===== config.mk =====
export PLATFORM = sky130hd
export DESIGN_NAME = piso_tx_flat
export DESIGN_NICKNAME = d
export VERILOG_FILES = /design/src/rtl/piso_tx_pkg.sv /design/src/rtl/piso_tx_if.sv /design/src/rtl/piso_tx.sv /design/src/flat_wrapper.sv
export SDC_FILE = /design/constraint.sdc
export NUM_CORES = 1
export LEC_CHECK = 0
export ABC_CLOCK_PERIOD_IN_PS = 1350
export CAP_MARGIN = 20
export CELL_PAD_IN_SITES_DETAIL_PLACEMENT = 1
export CELL_PAD_IN_SITES_GLOBAL_PLACEMENT = 1
export CORE_ASPECT_RATIO = 2
export CORE_MARGIN = 5
export CORE_UTILIZATION = 28
export CTS_CLUSTER_SIZE = 16
export DETAILED_ROUTE_END_ITERATION = 8
export PLACE_DENSITY = 0.73
export REMOVE_ABC_BUFFERS = 1
export SYNTH_ARGS = -nofsm -noshare
export SYNTH_HDL_FRONTEND = slang
export SYNTH_SLANG_ARGS = --single-unit

===== constraint.sdc =====
create_clock -name clk -period 1.35 [get_ports clk]
set_input_delay 0.135 -clock clk [delete_from_list [all_inputs] [get_ports clk]]
set_output_delay 0.135 -clock clk [all_outputs]
set_load 0.03 [all_outputs]

===== src/rtl/piso_tx_pkg.sv =====
// Shared constants for the serial configuration transmitter.
// Contents: default word size and gap, FSM state encodings, counter width helper.
package piso_tx_pkg;

    localparam int unsigned CFG_WORD_SIZE = 35;
    localparam int unsigned CFG_GAP_MIN   = 1;

    localparam int unsigned ST_W = 2;
    localparam logic [ST_W-1:0] ST_IDLE  = 2'd0;
    localparam logic [ST_W-1:0] ST_SHIFT = 2'd1;
    localparam logic [ST_W-1:0] ST_GAP   = 2'd2;

    // Bits needed to count 0..n inclusive.
    function automatic int unsigned cnt_width(input int unsigned n);
        return $clog2(n + 1);
    endfunction

endpackage


===== src/rtl/piso_tx_if.sv =====
// Load handshake and serial link bundle for piso_tx.
// master: drives par_in/load_valid, observes everything else.
// slave : the transmitter; drives load_ready, data_out, start_data, busy, tx_done.
interface piso_tx_if
    import piso_tx_pkg::*;
#(
    parameter int unsigned SIZE = CFG_WORD_SIZE
);
    logic [SIZE-1:0] par_in;
    logic            load_valid;
    logic            load_ready;
    logic            data_out;
    logic            start_data;
    logic            busy;
    logic            tx_done;

    modport master (
        output par_in, load_valid,
        input  load_ready, data_out, start_data, busy, tx_done
    );

    modport slave (
        input  par_in, load_valid,
        output load_ready, data_out, start_data, busy, tx_done
    );
endinterface


===== src/rtl/piso_tx.sv =====
// Parallel-in serial-out transmitter for the serial configuration link.
// Accepts a SIZE-bit word on a valid/ready handshake and sends it LSB first
// with start_data framing the data bits, then holds the line idle for GAP cycles.
// Ports: clk, rst (async active-low), bus (piso_tx_if.slave).
// Build option: PISO_TX_PARITY_EN appends an even-parity bit to each frame.
module piso_tx
    import piso_tx_pkg::*;
#(
    parameter int unsigned SIZE = CFG_WORD_SIZE,
    parameter int unsigned GAP  = CFG_GAP_MIN
) (
    input  logic       clk,
    input  logic       rst,
    piso_tx_if.slave   bus
);

`ifdef PISO_TX_PARITY_EN
    localparam int unsigned LAST = SIZE;
`else
    localparam int unsigned LAST = SIZE - 1;
`endif
    localparam int unsigned CW = cnt_width(SIZE);
    localparam int unsigned GW = cnt_width(GAP);

    logic [ST_W-1:0] state,     state_nxt;
    logic [SIZE-1:0] shift_reg, shift_nxt;
    logic [CW-1:0]   bit_cnt,   bit_cnt_nxt;
    logic [GW-1:0]   gap_cnt,   gap_cnt_nxt;
    logic            data_q,    data_nxt;
    logic            start_q,   start_nxt;
    logic            busy_q,    busy_nxt;
    logic            done_q,    done_nxt;
    logic            ready_q,   ready_nxt;
`ifdef PISO_TX_PARITY_EN
    logic            parity_q,  parity_nxt;
`endif

    // State and registered outputs.
    always_ff @(posedge clk or negedge rst) begin
        if (!rst) begin
            state     <= ST_IDLE;
            shift_reg <= '0;
            bit_cnt   <= '0;
            gap_cnt   <= '0;
            data_q    <= 1'b0;
            start_q   <= 1'b0;
            busy_q    <= 1'b0;
            done_q    <= 1'b0;
            ready_q   <= 1'b1;
`ifdef PISO_TX_PARITY_EN
            parity_q  <= 1'b0;
`endif
        end else begin
            state     <= state_nxt;
            shift_reg <= shift_nxt;
            bit_cnt   <= bit_cnt_nxt;
            gap_cnt   <= gap_cnt_nxt;
            data_q    <= data_nxt;
            start_q   <= start_nxt;
            busy_q    <= busy_nxt;
            done_q    <= done_nxt;
            ready_q   <= ready_nxt;
`ifdef PISO_TX_PARITY_EN
            parity_q  <= parity_nxt;
`endif
        end
    end

    // Next-state logic; data/strobe default low so data_out is 0 outside a frame.
    always_comb begin
        state_nxt   = state;
        shift_nxt   = shift_reg;
        bit_cnt_nxt = bit_cnt;
        gap_cnt_nxt = gap_cnt;
        data_nxt    = 1'b0;
        start_nxt   = 1'b0;
        busy_nxt    = busy_q;
        done_nxt    = 1'b0;
        ready_nxt   = ready_q;
`ifdef PISO_TX_PARITY_EN
        parity_nxt  = parity_q;
`endif
        case (state)
            ST_IDLE: begin
                if (bus.load_valid && ready_q) begin
                    // Bit 0 goes straight to the line; the rest waits in shift_reg.
                    state_nxt   = ST_SHIFT;
                    shift_nxt   = bus.par_in >> 1;
                    bit_cnt_nxt = '0;
                    data_nxt    = bus.par_in[0];
                    start_nxt   = 1'b1;
                    busy_nxt    = 1'b1;
                    ready_nxt   = 1'b0;
`ifdef PISO_TX_PARITY_EN
                    parity_nxt  = ^bus.par_in;
`endif
                end
            end
            ST_SHIFT: begin
                // bit_cnt is the index of the bit currently on the line.
                if (bit_cnt == CW'(LAST)) begin
                    state_nxt   = ST_GAP;
                    gap_cnt_nxt = '0;
                    done_nxt    = 1'b1;
                end else begin
                    bit_cnt_nxt = bit_cnt + CW'(1);
                    start_nxt   = 1'b1;
                    shift_nxt   = shift_reg >> 1;
`ifdef PISO_TX_PARITY_EN
                    data_nxt    = (bit_cnt == CW'(SIZE - 1)) ? parity_q : shift_reg[0];
`else
                    data_nxt    = shift_reg[0];
`endif
                end
            end
            ST_GAP: begin
                if (gap_cnt == GW'(GAP - 1)) begin
                    state_nxt = ST_IDLE;
                    busy_nxt  = 1'b0;
                    ready_nxt = 1'b1;
                end else begin
                    gap_cnt_nxt = gap_cnt + GW'(1);
                end
            end
            default: begin
                state_nxt = ST_IDLE;
                busy_nxt  = 1'b0;
                ready_nxt = 1'b1;
            end
        endcase
    end

    assign bus.data_out   = data_q;
    assign bus.start_data = start_q;
    assign bus.busy       = busy_q;
    assign bus.tx_done    = done_q;
    assign bus.load_ready = ready_q;

endmodule


===== src/flat_wrapper.sv =====
// flat-port wrapper written by rule: the top's interface ports become plain ports
module piso_tx_flat import piso_tx_pkg::*;
#(
    parameter int unsigned SIZE = CFG_WORD_SIZE,
    parameter int unsigned GAP  = CFG_GAP_MIN
)
  (clk, rst, bus_par_in, bus_load_valid, bus_load_ready, bus_data_out, bus_start_data, bus_busy, bus_tx_done);
  piso_tx_if #(.SIZE(SIZE)) bus_i ();
  input  logic clk;
  input  logic rst;
  input wire logic [$bits(bus_i.par_in)-1:0] bus_par_in;
  input wire logic [$bits(bus_i.load_valid)-1:0] bus_load_valid;
  output wire logic [$bits(bus_i.load_ready)-1:0] bus_load_ready;
  output wire logic [$bits(bus_i.data_out)-1:0] bus_data_out;
  output wire logic [$bits(bus_i.start_data)-1:0] bus_start_data;
  output wire logic [$bits(bus_i.busy)-1:0] bus_busy;
  output wire logic [$bits(bus_i.tx_done)-1:0] bus_tx_done;
  assign bus_i.par_in = bus_par_in;
  assign bus_i.load_valid = bus_load_valid;
  assign bus_load_ready = bus_i.load_ready;
  assign bus_data_out = bus_i.data_out;
  assign bus_start_data = bus_i.start_data;
  assign bus_busy = bus_i.busy;
  assign bus_tx_done = bus_i.tx_done;
  piso_tx #(.SIZE(SIZE), .GAP(GAP)) u_core (.clk(clk), .rst(rst), .bus(bus_i));
endmodule

Word level (Yosys, flattened, before mapping). Cells that the tools add are included.

Bits of input ports: 38. Flip-flop bits (word level): 49. Word-level logic and storage cells: 54.

Equality and inequality tests: 7. Mux-type cells: 27. Bitwise gates (word level): 1. Reduce and logical (&&, ||, !) cells: 8. $add $sub $neg: 2.

Operators by type and width (number): 35-bit two-way mux (2); 35-bit one-hot mux with 2 select lines (1); 1-bit two-way mux (12); 6-bit two-way mux (2); 6-bit one-hot mux with 2 select lines (1); 3-bit AND reduction (3); 6-bit by 1-bit adder with 6-bit output, second input constant (1); 6-bit equality test, second input constant (1); 2-bit two-way mux (3); 1-bit one-hot mux with 2 select lines (3); 1-bit one-hot mux with 3 select lines (2); 2-bit one-hot mux with 3 select lines (1); 2-bit by 1-bit != test with 1-bit output, second input constant (2); 2-bit != test, second input constant (2); 2-bit nonzero test (2); 2-bit by 1-bit equality test with 1-bit output, second input constant (1); 2-bit equality test, second input constant (1); 2-bit zero test (1); 2-bit AND reduction (1); 1-bit adder, second input constant (1); 1-bit logical AND (1); 1-bit NOT (1).

Longest topological paths before layout. Gate-level depths: netlist of run 1.

Depth after elaboration: 3. Depth in mapped cells: 7. Depth with buffers taken out: 5.

Worst setup path after synthesis of run 1. Ideal clock, no wire load.

Kind: reg2reg. Start point: reg u_core.ready_q, in the netlist u_core.bus.load_ready. End point: reg u_core.shift_reg[33]. Required time: 1.230 ns. Cell stages (with the launch flop): 6. Data arrival time: 1.401 ns. Setup slack: -0.171 ns. Clock period less this slack: 1.521 ns. Buffers on the path: 3. Setup time: 0.120 ns. Cell sequence: dfstp_2 > nand4bb_1 > buf_2 > buf_2 > buf_2 > a31o_2.

Longest elaborated chain between the ends: 3.

RTL lines: start: declaration (line piso_tx.sv:33) `logic ready_q, ready_nxt;`; start signal: assignment (line piso_tx.sv:62) `ready_q <= ready_nxt;`; 1-bit logical AND (line piso_tx.sv:85) `if (bus.load_valid && ready_q) begin`; 2-bit by 1-bit != test with 1-bit output (no line); 3-bit AND reduction (no line); end signal: assignment (line piso_tx.sv:55) `shift_reg <= shift_nxt;`; end: declaration (line piso_tx.sv:26) `logic [SIZE-1:0] shift_reg, shift_nxt;`.

No other way between the ends. A chain may end at the register's enable or synchronous reset.

Worst setup path after layout of run 1.
Start point: reg u_core.bit_cnt[4]. End point: reg u_core.bit_cnt[1].

Longest elaborated chain between the ends: 3.

RTL lines: start: declaration (line piso_tx.sv:27) `logic [CW-1:0] bit_cnt, bit_cnt_nxt;`; start signal: assignment (line piso_tx.sv:56) `bit_cnt <= bit_cnt_nxt;`; 6-bit equality test (line piso_tx.sv:101) `if (bit_cnt == CW'(LAST)) begin`; 2-bit != test (no line); 3-bit AND reduction (no line).

No other way between the ends.

==> impl_results.md, run 1 <==
- Gpl congestion: 0.761
- CP Data Required Time: 1.57 ns
- Synth Area in XOR/XNOR: 0%
- WHS: ~0.24 ns
- Synth top area share: between 40 and 50%
- CP startpoint kind: register
- R2R Setup Slk: -0.12 ns
- Worst-skew pair later-pin latency: about 0.30 ns
- Worst slew margin: 78.5%
- First-pass GRT wire length: 11200 um
- Mapped Cells: 247
- CP Max Fanout: 32
- TritonCTS buffer count: 5
- Distinct cell type count after synthesis: 32
- Largest family of logic cells by synthesized area: compound AO/OA/AOI/OAI gates
- Final Hold Viols: 0
- Vias: 2118
- DR DRC count: 0
- Failing checks: setup timing
- Core Rows: 47
- Asr flop ratio synth: 100%
- Final WL: 6910 um
- Placed Cells incl. Taps: 385
- Grt total ovfl: 0
- Post-synthesis mux area share: 0.420%
- # diodes: 0
- Post-synthesis cell area: about 2400 um^2
- Total track usage: 13.6%
- Setup WS pre-CTS: -0.227 ns
- Root Driver: clkbuf_16
- Die H: roughly 140 um
- P&R area growth vs syn: 44.5%
- Fillcell total: ~930
- Slew of the pin with the lowest slew margin: between 0.3 and 0.4 ns
- WP data arrival: about 1.7 ns
- Number of enable flip-flop cells after synthesis: 0
- CTS tree: yes
- Area of the multi-input gates: 1050 um^2
- Vias per cell: 5.30
- Initial core utilization: 28.7%
- Largest register FFs: 34
- Cell taking the most area after synthesis: dfrtp_1
- Io pins: 43
- Critical path type: register to register
- Synth Area in Simple Gates: a little over a tenth
- Layout net count: 341
- Critical Path End Type: register
- Cell Chain, Critical Path: or3_4 > o21ai_4 > buf_12 > mux2i_1
- Core ar.: 8290 um^2
- Yosys warnings: 0
- Antenna Violating Nets Remaining: 0
- Worst vdd ir: 0.673 mV
- Period utilization: 109%
- Post-DP HPWL: 4370 um
- Worst-path clk slew: 0.07 ns
- IO Port Bufs: 42
- Mean Syn Cell Area: 9.64 um^2
- Post-synthesis sequential area ratio: 49.4%
- CP max-delay cell: or3_4
- Drt initial violations: 118
- Final setup TNS: -3.28 ns
- Worst Hold Class: input pin to async pin
- # H-tree levels: 2
- Die W: 75.2 um
- Vias in the first global route: 2296
- Final setup vio count: 39
- Status: complete, but fails checks
- Die area: 10600 um^2
- Power per Cell Area: between 2000 and 2500 nW/um^2
- Synth Area in Compound Gates: 27.3%
- Worst path buffer plus inverter count: 1
- CP delay by family, top: simple AND/OR/NAND/NOR gates
- Fmax: 682 MHz
- Drt wl/cell: between 15 and 20 um
- Post-synthesis register bit count: 47
- Number of max-cap violations: 0
- Ys flop type: dfrtp_1
- TritonRoute pass-1 iters: 6
- Slowest stage delay, CP: 0.41 ns
- Unrepaired setup endpoints after global routing: true
- Clock Path Buffers: 2
- Top post-synthesis cells by area: dfrtp_1, a311oi_1, a211oi_1
- Max-slew violation count: 0
- Layout Skew: just under 0.007 ns
- Min Tclk post-route: between 1 and 1.5 ns
- Non-filler cells, final: 400
- Initial antenna violation count: 0
- Final Worst Setup Slack: -0.117 ns
- Leak: 1.52 nW
- Share of layout cells above drive strength 1: 20.2%
- Clk sinks: 47
- Register area: 1180 um^2
- Pin count of the biggest net entering global routing: 48
- Synthesized-area fraction occupied by adder cells: 1.05%
-- kinds of logic (layout without fill, tap and decap cells) --
kind of cell,after synthesis,in the layout
AOI/OAI and AO/OA,81,81
buffers and inverters,61,116
and+or+nand+nor,55,55
DFF,47,47
adders and majority gates,2,2
muxes,1,1
-- path summary, 6_finish.rpt --
| path | startpoint | to | cells past startpoint |
|---|---|---|---|
| setup / recovery | u_core.bit_cnt[4] | u_core.bit_cnt[1] | 4 |
| hold / removal | rst | u_core.shift_reg[26] | 2 |
| setup reg to reg | u_core.bit_cnt[4] | u_core.bit_cnt[1] | 4 |
| hold reg to reg | u_core.shift_reg[33] | u_core.shift_reg[33] | 1 |
| max in group asynchronous | rst | u_core.bus.load_ready | 3 |
| min in group clk | bus_par_in[0] | u_core.bus.data_out | 3 |
-- per-stage QoR --
step | util (%) | instance area [um^2] | power, mW
floorplan | - | 2260 | 3.70
global placement | 36.9 | 3060 | 5.04
detailed placement | 36.9 | 3060 | 5.14
CTS | 40.3 | 3340 | 6.79
global route | 41.5 | 3440 | 7.39
finish | 41.5 | 3440 | 6.94
-- cell type report --
cell class                      instances  area share [%]
Sequential cell                        47            34.3
Multi-Input combinational cell        139            30.5
Timing Repair Buffer                   71            22.6
Clock buffer                            6            4.04
Inverter                               37            4.04
Tap cell                               98            3.56
Clock inverter                          2            1.02
-- synth_stat cells, types with 2 or more instances --
cell type,instances
o211ai_1,3
o31ai_1,4
ha_1,2
a311oi_1,33
a211oi_1,33
buf_2,12
nand3_1,2
nor3_1,2
inv_1,37
o21ai_0,2
nand2b_1,2
clkbuf_1,9
nor2_1,36
buf_6,2
dfrtp_1,46
nand2_1,6
-- power by group --
part	switching, mW	leakage [nW]	internal (mW)
clock network	0.558	0.0868	0.922
registers	0.339	0.503	1.97
logic	1.72	0.930	1.43
-- placed cells by master, fill, tap and decap left out, types with 2 or more instances in the layout --
master,n
dfrtp_1,44
dfrtp_2,2
buf_4,15
a211oi_1,30
clkbuf_16,6
a211oi_2,3
nor2_1,36
nor3_1,2
clkdlybuf4s50_1,36
ha_4,2
a311oi_1,32
o21ai_4,2
nand2_1,5
dlygate4sd2_1,4
o31ai_1,3
inv_1,36
buf_6,4
buf_12,7
o211ai_1,3
-- what timing repair did --
action,in CTS,in global routing
setup buffers,2,3
endpoints found under the setup margin,43,42
gates resized for setup,19,15
gates cloned,1,1
hold endpoints to repair,9,0
pin swaps,1,8
hold buffers,1,0
-- routing by layer --
metal	GRT usage, %	wire length [um]	vias to the layer above
met2	23.9	3780	27
met5	0	0	-
met4	5.25	125	0
met1	15.9	2830	1081
met3	2.22	180	6
li1	-	-	1004
Note: power is estimated with default switching activity, not from simulation.
==> run 2, diff against run 1 <==
--- a/config.mk
+++ b/config.mk
@@ -5,7 +5,7 @@
 export SDC_FILE = /design/constraint.sdc
 export NUM_CORES = 1
 export LEC_CHECK = 0
-export ABC_CLOCK_PERIOD_IN_PS = 1350
+export ABC_CLOCK_PERIOD_IN_PS = 1830
 export CAP_MARGIN = 20
 export CELL_PAD_IN_SITES_DETAIL_PLACEMENT = 1
 export CELL_PAD_IN_SITES_GLOBAL_PLACEMENT = 1
@@ -14,8 +14,9 @@
 export CORE_UTILIZATION = 28
 export CTS_CLUSTER_SIZE = 16
 export DETAILED_ROUTE_END_ITERATION = 8
-export PLACE_DENSITY = 0.73
+export PLACE_DENSITY = 0.71
 export REMOVE_ABC_BUFFERS = 1
 export SYNTH_ARGS = -nofsm -noshare
 export SYNTH_HDL_FRONTEND = slang
 export SYNTH_SLANG_ARGS = --single-unit
+export TNS_END_PERCENT = 30
==> constraint.sdc (replaced) <==
create_clock -name clk -period 1.83 [get_ports clk]
set_input_delay 0.183 -clock clk [delete_from_list [all_inputs] [get_ports clk]]
set_output_delay 0.183 -clock clk [all_outputs]
set_load 0.03 [all_outputs]
==> run 2 against run 1 <==
Compared with the run above:
- the flow now finishes without violations
- sequential cell count unchanged
- core utilization down 3.5 points
- clock-buffer cell count unchanged
==> impl_results.md, run 2 (synthesis gave the netlist of run 1 again) <==
- Die H: 140 um (unchanged)
- CP Max Fanout: 3 (-91%)
- Unrepaired setup endpoints after global routing: false
- Layout net count: 323 (-5.3%)
- Slowest stage delay, CP: 0.67 ns (+0.26 ns)
- IO Port Bufs: 42 (unchanged)
- Number of max-cap violations: 0 (unchanged)
- Max-slew violation count: 0 (unchanged)
- Placed Cells incl. Taps: 373 (-3.1%)
- Gpl congestion: 0.724 (-4.9%)
- Cell Chain, Critical Path: clkdlybuf4s50_1
- Die W: 75.2 um (unchanged)
- Io pins: 43 (unchanged)
- Drt initial violations: 163 (+38%)
- Setup Buffers After CTS: 0 (-2)
- Clock Path Buffers: 2 (unchanged)
- Worst path depth: 1 (-3)
- CP startpoint kind: register
- Grt peak-use layer: met2
- CTS resizes: 0 (-19)
- Vias: 2049 (-3.3%)
- Fillcell total: 952 (+2.7%)
- Most common cell after layout, fill and taps aside: dfrtp_1
- CP max-delay cell: clkdlybuf4s50_1
- CP delay by family, top: buffers and inverters
- Root Driver: clkbuf_16
- Largest register FFs: 34 (unchanged)
- DR DRC count: 0 (unchanged)
- CTS Hold Buffers Added: 1 (unchanged)
- Worst Reg2Reg Path Length in Cells: 6 (+2)
- Worst r2r src: u_core.bit_cnt[0]
- Grt total ovfl: 0 (unchanged)
- Initial antenna violation count: 0 (unchanged)
- TritonRoute pass-1 iters: 4 (-2)
- Vias per cell: 5.36 (+1.3%)
- Slew of the pin with the lowest slew margin: 0.582 ns (+0.259 ns)
- Reg2Reg Capture Point: u_core.bit_cnt[5]
- Pin count of the biggest net entering global routing: 45 (-6.3%)
- Min Tclk post-route: 1.71 ns
- Start point of the critical path: u_core.bus.load_ready
- Status: complete, no violations
- Register area: 1180 um^2 (-0.21%)
- Total track usage: 13.4% (-0.23 points)
- Clk sinks: 47 (unchanged)
- Met2 Use GR: 22.9% (-0.97 points)
- # H-tree levels: 2 (unchanged)
- Worst path buffer plus inverter count: 1 (unchanged)
- Worst-path clk slew: 0.07 ns (about the same)
- Drt wl/cell: 16.9 um (-2.1%)
- Core Rows: 47 (unchanged)
- Critical Path End Type: output port
- R2R Setup Slk: 0.19 ns (+0.31 ns)
- Final WL: 6460 um (-6.5%)
- CP Capture Point: bus_load_ready
- Post-DP HPWL: 4260 um (-2.6%)
- Power per Cell Area: 1490 nW/um^2 (-26%)
- P&R area growth vs syn: 32.1%
- GR Util met3: 3.01% (+0.79 points)
- Worst slew margin: 61.2% (-17 points)
- Period utilization: about 94%
- Leak: 1.39 nW (-8.7%)
- Initial core utilization: 28.7% (unchanged)
- Non-filler cells, final: 382 (-4.5%)
- Most frequent cells in the layout: dfrtp_1, clkdlybuf4s50_1, inv_1
- Worst-skew pair later-pin latency: 0.30 ns (about the same)
- Worst vdd ir: 0.565 mV (-16%)
- Critical path type: register to output port
- WP data arrival: 1.53 ns (-0.16 ns)
- Grt met1 use: 15.7% (-0.16 points)
- Die area: 10600 um^2 (unchanged)
- TritonCTS buffer count: 5 (unchanged)
- First-pass GRT wire length: 11000 um (-2.0%)
- Share of layout cells above drive strength 1: 8.80% (-11 points)
- Vias in the first global route: 2290 (-0.26%)
- Final setup vio count: 0 (-100%)
- Final Hold Viols: 0 (unchanged)
- Worst Hold Class: input pin to async pin
- Core ar.: 8290 um^2 (unchanged)
- Layout Skew: 0.00834 ns (+0.00146 ns)
- Final Power: 4.70 mW (-32%)
- # diodes: 0 (unchanged)
- CP Data Required Time: 1.65 ns (+0.08 ns)
- Area of the multi-input gates: 957 um^2 (-8.7%)
- Fmax: 583 MHz
- CTS tree: yes
- Antenna Violating Nets Remaining: 0 (unchanged)
-- run 2: changes by cell type in the layout (fill, tap and decap cells not counted), moves of 2 or more --
| cell | previous run | this run |
|---|---|---|
| a211oi_1 | 30 | 33 |
| buf_6 | 4 | 0 |
| ha_4 | 2 | 0 |
| buf_4 | 15 | 4 |
| a211oi_2 | 3 | 0 |
| dlygate4sd2_1 | 4 | 0 |
| clkdlybuf4s50_1 | 36 | 41 |
| o21ai_4 | 2 | 0 |
| ha_1 | 0 | 2 |
| dfrtp_1 | 44 | 46 |
| dfrtp_2 | 2 | 0 |
-- run 2: area by class of cell --
type	instances	area share [%]
sequential	47	37.4
multi-input combinational	139	30.4
timing repair buffer	53	18.3
clock buffer	6	4.42
inverter	37	4.42
tap	98	3.90
clock inverter	2	1.11
-- run 2: report_power, final --
| part | leakage, nW | total, mW | switching, mW | internal [mW] |
|---|---|---|---|---|
| clock network | 0.0868 | 1.09 | 0.412 | 0.680 |
| logic | 0.797 | 1.88 | 1.07 | 0.805 |
| registers | 0.505 | 1.72 | 0.272 | 1.45 |
| total | 1.39 | 4.70 | 1.76 | 2.94 |
-- run 2: stage by stage --
step	worst slack, ns	hold slack (ns)	TNS (ns)	utilization, %	cell area [um^2]
finish	0.116	0.426	0	37.9	3150
global route	0.0819	0.486	0	37.9	3150
CTS	0.0950	0.440	0	37.9	3150
detailed placement	0.128	0.213	0	35.7	2960
global placement	0.245	0.205	0	35.7	2960
floorplan	-1.34	-0.113	-52.35	-	2260
-- run 2: routing by layer --
metal,vias up,routed length (um)
met2,25,3430
li1,968,-
met4,0,118
met3,6,216
met1,1050,2700
met5,-,0
-- run 2: worst min path at each step --
stage / startpoint / end / slack, ns / cells after the start
floorplan: rst / u_core.bit_cnt[0] / -0.11 / 0
global placement: rst / u_core.shift_reg[24] / 0.21 / 1
detailed placement: rst / u_core.shift_reg[24] / 0.21 / 1
CTS: rst / u_core.shift_reg[33] / 0.44 / 2
global route: rst / u_core.shift_reg[9] / 0.49 / 2
finish: rst / u_core.shift_reg[24] / 0.43 / 2
-- run 2: worst register-to-register path: stages (launching register included) --
cell	delay, ns
dfrtp_1	0.38
inv_1	0.09
ha_1	0.22
nand2_1	0.17
o21ai_2	0.11
buf_12	0.18
a311o_1	0.38
==> run 3, diff against run 2 <==
--- a/config.mk
+++ b/config.mk
@@ -5,7 +5,7 @@
 export SDC_FILE = /design/constraint.sdc
 export NUM_CORES = 1
 export LEC_CHECK = 0
-export ABC_CLOCK_PERIOD_IN_PS = 1830
+export ABC_CLOCK_PERIOD_IN_PS = 1700
 export CAP_MARGIN = 20
 export CELL_PAD_IN_SITES_DETAIL_PLACEMENT = 1
 export CELL_PAD_IN_SITES_GLOBAL_PLACEMENT = 1
==> constraint.sdc (replaced) <==
create_clock -name clk -period 1.7 [get_ports clk]
set_input_delay 0.17 -clock clk [delete_from_list [all_inputs] [get_ports clk]]
set_output_delay 0.17 -clock clk [all_outputs]
set_load 0.03 [all_outputs]
==> run 3 against run 2 <==
Compared with the run above:
- worst setup slack better by 0.041 ns
- clock-buffer cell count is 1 lower
- sequential cell count stayed put
- non-clock buffer count is 2 higher
- hold slack worse by 0.032 ns
- combinational power is 7% higher
- cell count is 0.52% higher
==> impl_results.md, run 3 (synthesis gave the netlist of run 1 again) <==
- Status: complete, no violations
- CP Max Fanout: 34 (+31)
- Period utilization: 90.8%
- Setup Buffers After CTS: 0 (unchanged)
- Antenna Violating Nets Remaining: 0 (unchanged)
- Die H: 140 um (unchanged)
- Clock Path Buffers: 2 (unchanged)
- Slew of the pin with the lowest slew margin: 0.313 ns (-0.269 ns)
- Layout Skew: 0.00741 ns (-0.000927 ns)
- # H-tree levels: 2 (unchanged)
- Drt initial violations: 108 (-34%)
- Most common cell after layout, fill and taps aside: dfrtp_1
- TritonCTS buffer count: 5 (unchanged)
- Clk sinks: 47 (unchanged)
- Unrepaired setup endpoints after global routing: false
- Die W: 75.2 um (unchanged)
- DR DRC count: 0 (unchanged)
- Root Driver: clkbuf_16
- Vias: 2012 (-1.8%)
- CP startpoint kind: register
- Grt total ovfl: 0 (unchanged)
- Final Hold Viols: 0 (unchanged)
- Initial antenna violation count: 0 (unchanged)
- Power per Cell Area: 1590 nW/um^2 (+6.3%)
- Vias per cell: 5.24 (-2.3%)
- Largest register FFs: 34 (unchanged)
- # diodes: 0 (unchanged)
- Min Tclk post-route: between 1.5 and 2 ns
- CP max-delay cell: dfrtp_1
- Most frequent cells in the layout: dfrtp_1, clkdlybuf4s50_1, inv_1
- R2R Setup Slk: 0.16 ns (-0.03 ns)
- Cell Chain, Critical Path: inv_1 > ha_1 > and2_1 > buf_12 > a211oi_1 > a311oi_1
- Number of max-cap violations: 0 (unchanged)
- Worst vdd ir: 0.447 mV (-21%)
- TritonRoute pass-1 iters: 4 (unchanged)
- Core Rows: 47 (unchanged)
- Fmax: 648 MHz
- Vias in the first global route: 2248 (-1.8%)
- Max-slew violation count: 0 (unchanged)
- Slowest stage delay, CP: 0.40 ns (-0.27 ns)
- Core Util, Final: 38.3% (+0.39 points)
- Leak: 1.40 nW (+1.1%)
- WP data arrival: 1.72 ns (+0.19 ns)
- CTS tree: yes
- Die area: 10600 um^2 (unchanged)
- Final instance area: 3180 um^2 (+1.0%)
- Initial core utilization: 28.7% (unchanged)
- Critical path type: register to register
- Pin count of the biggest net entering global routing: 48 (+6.7%)
- First-pass GRT wire length: 10500 um (-4.1%)
- Worst-path clk slew: 0.07 ns (about the same)
- Gpl congestion: 0.717 (-1.0%)
- IO Port Bufs: 42 (unchanged)
- CP Data Required Time: 1.88 ns (+0.23 ns)
- Io pins: 43 (unchanged)
- Drt wl/cell: 16.2 um (-4.1%)
- Final WL: 6230 um (-3.6%)
- Core ar.: 8290 um^2 (unchanged)
- Total track usage: 12.5% (-0.85 points)
- Post-DP HPWL: 4140 um (-2.7%)
- Share of layout cells above drive strength 1: 9.44% (+0.64 points)
- P&R area growth vs syn: 33.5%
- Worst Hold Class: input pin to async pin
- Critical Path End Type: register
- Layout net count: 325 (+0.62%)
- CP delay by family, top: flip-flops
- Worst path buffer plus inverter count: 2 (+1)
- Dpl cell area: 2980 um^2 (+0.51%)
- Final setup vio count: 0 (unchanged)
- Worst-skew pair later-pin latency: 0.29 ns (about the same)
- Worst slew margin: 79.1% (+18 points)
==> run 3: cell types whose count changed in the layout (fill, tap and decap cells not counted), sizes merged <==
cell and delta:
buf +2, bufinv +1, clkbuf -1, clkdlybuf4s50 -1, clkinv -1, clkinvlp +1, dlygate4sd2 +1
==> run 3: area by class of cell <==
type | count | area [um^2]
clock inverters | 3 | 67.6
fillers | 934 | 5110
clock buffers | 5 | 125
repair buffers | 55 | 589
inverters | 37 | 139
multi-input cells | 139 | 957
well taps | 98 | 123
flip-flops and latches | 47 | 1180
==> run 3: routing by layer <==
layer / share of wire (%) / global-route usage, % / vias up
met4: 1.6 / 4.70 / 0
met2: 54 / 22.0 / 24
li1: - / - / 971
met1: 41 / 14.6 / 1011
met3: 2.9 / 2.15 / 6
met5: 0 / 0 / -
==> run 3: power by group <==
part	internal, mW	switching [mW]
Combinational	0.856	1.17
Sequential	1.52	0.229
Clock	0.843	0.432
Total	3.22	1.83
==> run 3: worst paths after layout <==
path	depth (start not counted)	from	to
setup / recovery	6	u_core.bit_cnt[0]	u_core.shift_reg[25]
hold / removal	3	rst	u_core.shift_reg[27]
setup reg to reg	6	u_core.bit_cnt[0]	u_core.shift_reg[25]
hold reg to reg	2	u_core.bus.busy	u_core.bus.busy
max in group asynchronous	3	rst	u_core.bus.load_ready
min in group clk	3	bus_par_in[0]	u_core.bus.data_out
==> run 3: metrics by stage <==
| stage | instances | power, mW | worst slack (ns) | hold WS (ns) | setup TNS (ns) |
|---|---|---|---|---|---|
| 4_1_cts | 384 | 5.11 | 0.145 | 0.413 | 0 |
| 3_5_place_dp | 375 | 3.81 | 0.122 | 0.181 | 0 |
| 2_1_floorplan | 223 | 2.94 | -1.47 | -0.126 | -58.07 |
| 5_1_grt | 384 | 5.37 | 0.0478 | 0.443 | 0 |
| 3_3_place_gp | 375 | 3.74 | 0.220 | 0.175 | 0 |
| 6_report | 384 | 5.05 | 0.157 | 0.394 | 0 |
==> run 3: worst register-to-register path, delay by kind of cell, from the launching register on <==
kind / cells / cell delay, ns
DFF: 1 / 0.40
adders and majority gates: 1 / 0.16
buffers and inverters: 2 / 0.31
and+or+nand+nor: 1 / 0.17
AOI/OAI and AO/OA: 2 / 0.40
==> run 3: what timing repair did <==
action / 4_1_cts / 5_1_grt
resized for setup: 1 / 0
setup endpoints to repair: 1 / 0
hold buffers: 1 / 0
hold endpoints to repair: 46 / 0
